<file path="config.mk">
export PLATFORM = sky130hd
export DESIGN_NAME = miter_bus_ctrl
export DESIGN_NICKNAME = d
export VERILOG_FILES = /design/src/rtl/miter_pkg.sv /design/src/rtl/miter_chan_seq.sv /design/src/rtl/miter_bus_ctrl.sv
export SDC_FILE = /design/constraint.sdc
export NUM_CORES = 1
export LEC_CHECK = 0
export ABC_CLOCK_PERIOD_IN_PS = 5200
export CORE_ASPECT_RATIO = 2
export CORE_MARGIN = 5
export CORE_UTILIZATION = 60
export DETAILED_ROUTE_END_ITERATION = 10
export DONT_BUFFER_PORTS = 1
export PLACE_DENSITY = 0.74
export SKIP_CTS_REPAIR_TIMING = 1
export SLEW_MARGIN = 20
export SYNTH_ARGS = -nofsm -noshare
export SYNTH_HDL_FRONTEND = slang
export SYNTH_SLANG_ARGS = --single-unit
</file>
<file path="constraint.sdc">
create_clock -name clk -period 5.2 [get_ports clk]
set_input_delay 1.56 -clock clk [delete_from_list [all_inputs] [get_ports clk]]
set_output_delay 1.56 -clock clk [all_outputs]
set_load 0.005 [all_outputs]
</file>
<file path="src/rtl/miter_pkg.sv">
// Shared types and constants for the miter bus controller.
package miter_pkg;

  // Width of the per-channel latency down-counter (LAT range 1..15).
  localparam int unsigned LAT_W = 4;

  // Bit positions inside div_cause.
  localparam int unsigned CAUSE_IVALID = 0;
  localparam int unsigned CAUSE_IADDR  = 1;
  localparam int unsigned CAUSE_DVALID = 2;
  localparam int unsigned CAUSE_DCTRL  = 3;
  localparam int unsigned CAUSE_W      = 4;

  // Per-channel sequencer states.
  typedef enum logic [1:0] {
    ST_IDLE   = 2'd0,
    ST_WAIT   = 2'd1,
    ST_RESP   = 2'd2,
    ST_FROZEN = 2'd3
  } seq_state_t;

endpackage

</file>
<file path="src/rtl/miter_chan_seq.sv">
// One handshake channel of the miter: accepts a request only when both copies
// present identical control, answers both with a single shared ready pulse
// after LAT cycles, and flags any control divergence between the copies.
module miter_chan_seq
  import miter_pkg::*;
#(
  parameter int unsigned LAT   = 1,
  parameter int unsigned CMP_W = 32
) (
  input  logic             clk,
  input  logic             rst,
  input  logic             freeze,
  input  logic             valid1,
  input  logic             valid2,
  input  logic [CMP_W-1:0] ctrl1,
  input  logic [CMP_W-1:0] ctrl2,
  output logic             ready,
  output logic             valid_mis,
  output logic             ctrl_mis
);

  seq_state_t       state, state_nxt;
  logic [LAT_W-1:0] cnt, cnt_nxt;
  logic [CMP_W-1:0] held;
  logic             accept;

  // Mismatch detection; nothing is reported once the channel is frozen.
  always_comb begin
    valid_mis = 1'b0;
    ctrl_mis  = 1'b0;
    case (state)
      ST_IDLE: begin
        valid_mis = valid1 ^ valid2;
        ctrl_mis  = valid1 & valid2 & (ctrl1 != ctrl2);
      end
      ST_WAIT, ST_RESP: begin
        // Both requests must stay up until ready; a side that dropped is
        // already reported as a valid mismatch, so only live sides are
        // compared against the accepted control word.
        valid_mis = ~(valid1 & valid2);
        ctrl_mis  = (valid1 & (ctrl1 != held)) | (valid2 & (ctrl2 != held));
      end
      default: begin
        valid_mis = 1'b0;
        ctrl_mis  = 1'b0;
      end
    endcase
  end

  assign accept = (state == ST_IDLE) & valid1 & valid2 & (ctrl1 == ctrl2);

  // Next-state and latency counter; a freeze overrides any pending RESP.
  always_comb begin
    state_nxt = state;
    cnt_nxt   = cnt;
    case (state)
      ST_IDLE: begin
        if (accept) begin
          cnt_nxt   = LAT_W'(LAT - 1);
          state_nxt = (LAT == 1) ? ST_RESP : ST_WAIT;
        end
      end
      ST_WAIT: begin
        cnt_nxt = cnt - LAT_W'(1);
        if (cnt == LAT_W'(1)) begin
          state_nxt = ST_RESP;
        end
      end
      ST_RESP:   state_nxt = ST_IDLE;
      default:   state_nxt = ST_FROZEN;
    endcase
    if (freeze) begin
      state_nxt = ST_FROZEN;
    end
  end

  // State, counter, accepted control word and registered ready pulse.
  always_ff @(posedge clk) begin
    if (rst) begin
      state <= ST_IDLE;
      cnt   <= '0;
      held  <= '0;
      ready <= 1'b0;
    end else begin
      state <= state_nxt;
      cnt   <= cnt_nxt;
      if (accept) begin
        held <= ctrl1;
      end
      ready <= (state_nxt == ST_RESP);
    end
  end

endmodule

</file>
<file path="src/rtl/miter_bus_ctrl.sv">
// Handshake sequencer and timing-divergence monitor for the two-copy miter.
// Both cores see ready from one shared model per bus; the first control
// divergence is captured with its cause and cycle stamp and freezes both buses.
module miter_bus_ctrl
  import miter_pkg::*;
#(
  parameter int unsigned ILAT  = 1,
  parameter int unsigned DLAT  = 2,
  parameter int unsigned CNT_W = 32
) (
  input  logic             clk,
  input  logic             rst,
  input  logic             ivalid1,
  input  logic             ivalid2,
  input  logic [31:0]      iaddr1,
  input  logic [31:0]      iaddr2,
  output logic             iready1,
  output logic             iready2,
  input  logic             dvalid1,
  input  logic             dvalid2,
  input  logic [31:0]      daddr1,
  input  logic [31:0]      daddr2,
  input  logic             dwrite1,
  input  logic             dwrite2,
  input  logic [3:0]       dwstb1,
  input  logic [3:0]       dwstb2,
  output logic             dready1,
  output logic             dready2,
  output logic             diverge,
  output logic [3:0]       div_cause,
  output logic [CNT_W-1:0] div_cycle,
  output logic [CNT_W-1:0] cycle
);

  logic               i_ready, i_vmis, i_cmis;
  logic               d_ready, d_vmis, d_cmis;
  logic [CAUSE_W-1:0] cause_now;
  logic               freeze;

  miter_chan_seq #(
    .LAT   (ILAT),
    .CMP_W (32)
  ) u_iseq (
    .clk       (clk),
    .rst       (rst),
    .freeze    (freeze),
    .valid1    (ivalid1),
    .valid2    (ivalid2),
    .ctrl1     (iaddr1),
    .ctrl2     (iaddr2),
    .ready     (i_ready),
    .valid_mis (i_vmis),
    .ctrl_mis  (i_cmis)
  );

  miter_chan_seq #(
    .LAT   (DLAT),
    .CMP_W (37)
  ) u_dseq (
    .clk       (clk),
    .rst       (rst),
    .freeze    (freeze),
    .valid1    (dvalid1),
    .valid2    (dvalid2),
    .ctrl1     ({daddr1, dwrite1, dwstb1}),
    .ctrl2     ({daddr2, dwrite2, dwstb2}),
    .ready     (d_ready),
    .valid_mis (d_vmis),
    .ctrl_mis  (d_cmis)
  );

  assign iready1 = i_ready;
  assign iready2 = i_ready;
  assign dready1 = d_ready;
  assign dready2 = d_ready;

  // Gather this cycle's mismatch causes from both channels.
  always_comb begin
    cause_now               = '0;
    cause_now[CAUSE_IVALID] = i_vmis;
    cause_now[CAUSE_IADDR]  = i_cmis;
    cause_now[CAUSE_DVALID] = d_vmis;
    cause_now[CAUSE_DCTRL]  = d_cmis;
  end

  // Only the first divergence freezes; afterwards both channels sit in FROZEN.
  assign freeze = ~diverge & (|cause_now);

  // Free-running cycle counter and sticky first-divergence capture.
  always_ff @(posedge clk) begin
    if (rst) begin
      cycle     <= '0;
      diverge   <= 1'b0;
      div_cause <= '0;
      div_cycle <= '0;
    end else begin
      cycle <= cycle + CNT_W'(1);
      if (freeze) begin
        diverge   <= 1'b1;
        div_cause <= cause_now;
        div_cycle <= cycle;
      end
    end
  end

endmodule
</file>
==> results.cfg <==
[run_status]
status = complete, no violations

[synth]
synth_nets = 1085
synthCells = 928
synth_compound_area_share_pct = 4.71
synth_mux_area_share_pct = 12.0
synth_flop_cell = dfxtp_1
syn_area_per_cell_sq_um = 9.05
synth_top_family_by_area = XOR/XNOR gates
synthXorXnorAreaFrac_pct = 24.3
synthAdderAreaFrac_pct = 1.94
yosys_warnings = 0
synth_cell_types = 46
ys_async_sr_fraction_pct = 0
synth.yosys.seq_area_share_pct = 36.2
ys_ff_latch = 152
synth-edff-count = 0
syn_area_sq_um = 8400
yosys.area_share.simple_pct = 17.7

[min_path]
hold_class = flip-flop to flip-flop

[floorplanning]
fp.dieArea_sq_um = 16600
design.core.area_sq_um = 13800
rows = 61
initial_core_util_pct = 60.8
boundaryPins = 217
die_w_um = 93.6
fp.dieH_um = 177

[clock_network]
tritoncts = done
htree_levels = 4
insertion_delay_ns = 0.42
numClockSinks = 152
clockRootBuffer = clkbuf_16
numCtsBuffers = 17
cts_max_path_buffers = 2
path_clk_slew_ns = 0.07

[final_layout]
stdcell_count = 1118
seqCellArea_sq_um = 3040
syn_to_final_growth_pct = 8.09
multi_input_area_sq_um = 5120
drive_gt1_share_pct = 4.84
fillers = 1194
final_nets = 1073
antenna_cells = 0

[timing]
setup_violations = 0
relSlewSlack_pct = 39.3
drv_slew = 0
rsz0062_at_grt = no
fin_crit_ns = 3.84
fin_crit_sh_pct = 73.9
setup_slack_ns = 1.36
worstMarginPinSlew_ns = 0.909
hold_viol = 0
max_freq_mhz = 260
fin_skew_ns = 0.0120
fin_tns_setup_ns = 0

[power_and_ir_drop]
max-vdd-ir-drop_mv = 0.246
power_leakage_uw = 0.00299
cellPowerDensity_nw_per_um2 = 365

[worst_setup_path]
path_buf_inv = 1
crit_chain = xor2_1 > nor4_1 > nand4_1 > o311a_1 > o31ai_4 > o311ai_4 > buf_4 > mux2i_1
critPathMaxStageDelay_ns = 0.52
worstPathRequired_ns = 5.49
critPathTopFamily = compound AO/OA/AOI/OAI gates
cp-start-kind = primary input
crit_arrival_ns = 4.14
worstSetupPathType = primary input to flip-flop
cp-end-kind = flip-flop
cp_slowest_cell = nor4_1
cp_max_fo = 21

[drt]
via_count = 6429
drcViolationCount = 0
postRouteAntennaNets = 0
avgViaCountPerCell = 5.75
wl_um = 22800
first_pass_iters = 5
avgRoutedWirePerCell_um = 20.4
first_iter_violations = 251

[global_routing]
grt.overflow.total = 0
grt_max_degree = 118
grtUsageTotal_pct = 27.1
grt_pass1_vias = 6617
antenna_found_initial = 0
grt_pass1_wl_um = 34100

[place]
place.gp.congestion = 0.928
place_inst = 1086
numPortBuffers = 0
dp_worst_setup_slack_ns = 0.875
dp_hpwl_um = 17800

[run]
maxCapViolCount = 0
worst min-delay path, cell delays in order, from the launching register on:
cell and delay (ns):
dfxtp_1 0.32, nand2_1 0.06, mux2i_1 0.05
cell families (layout without fill, tap and decap cells):
group | after synthesis | after routing
and+or+nand+nor | 316 | 316
xor gates and xnor gates | 233 | 233
DFF | 152 | 152
muxes | 101 | 101
AOI/OAI and AO/OA | 58 | 58
buffers and inverters | 55 | 56
adders and majority gates | 13 | 13
state kept, by name, indices dropped and copies added, names as in the netlist:
| register | count |
|---|---|
| div_cause | 4 |
| u_dseq.cnt | 4 |
| u_dseq.state | 2 |
| cycle | 32 |
| div_cycle | 32 |
| u_iseq.ready | 1 |
| u_iseq.held | 32 |
| u_dseq.ready | 1 |
| u_dseq.held | 37 |
| u_iseq.cnt | 4 |
| u_iseq.state | 2 |
| diverge | 1 |
layout make-up:
class | count | area share [%]
inverter | 19 | 0.800
sequential | 152 | 33.5
tap | 189 | 2.61
multi-input combinational | 721 | 56.5
timing repair buffer | 5 | 0.414
clock inverter | 15 | 1.49
clock buffer | 17 | 4.69
layer usage:
layer	wire, um	track usage [%]	up-vias	share of wire [%]
met4	1340	16.2	0	5.9
met5	0	0	-	0
met3	1790	8.89	49	7.9
li1	-	-	3136	-
met2	12800	53.2	228	56
met1	6820	22.2	3016	30
path summary, 6_finish.rpt:
kind / start / to / slack [ns] / cells after the start
worst max-delay path: daddr1[17] / div_cycle[14] / 1.36 / 8
worst min-delay path: div_cycle[29] / div_cycle[29] / 0.48 / 2
worst max register to register: u_dseq.held[19] / div_cycle[14] / 2.31 / 8
worst min register to register: div_cycle[29] / div_cycle[29] / 0.48 / 2
where the power goes:
| group | internal (uW) | switching [uW] | leakage [uW] |
|---|---|---|---|
| combinational | 383 | 452 | 0.00149 |
| clock | 630 | 541 | 0.000270 |
| sequential | 1230 | 72.6 | 0.00123 |
cell usage after synthesis (3+ instances only):
library cell,number,area [sq um]
xnor2_1,173,1520
dfxtp_1,152,3040
nor2_1,106,398
mux2i_1,101,1010
nand2_1,86,323
xor2_1,60,526
nand4_1,51,319
nor4_1,22,138
clkbuf_1,20,75.1
a21oi_1,19,95.1
inv_1,18,67.6
nand3_1,15,75.1
ha_1,13,163
and3_1,10,62.6
o21ai_0,10,50.1
nor3_1,7,35.0
buf_2,6,30.0
or3_1,6,37.5
buf_6,4,45.0
nand3b_1,4,30.0
a31oi_1,3,18.8
buf_1,3,11.3
buf_4,3,22.5
o21a_1,3,22.5
o31a_1,3,26.3
cell usage in the layout, fill, tap and decap left out, types with 13 or more instances in the layout:
cell	n
mux2i_1	101
ha_1	13
dfxtp_1	152
nand2_1	86
xor2_1	60
nor2_1	106
a21oi_1	19
clkbuf_16	17
inv_1	18
nand3_1	15
xnor2_1	173
nand4_1	51
nor4_1	22
per-stage QoR:
step / power [uW] / cell area (sq um) / hold slack [ns] / utilization, %
after floorplan: 2030 / 8400 / 0.445 / -
after global placement: 2150 / 8510 / 0.467 / 61.6
after detailed placement: 2160 / 8510 / 0.470 / 61.6
after CTS: 3340 / 9070 / 0.483 / 65.7
after global routing: 3480 / 9070 / 0.497 / 65.7
final: 3310 / 9070 / 0.481 / 65.7
Note: power is estimated with default switching activity, not from simulation.
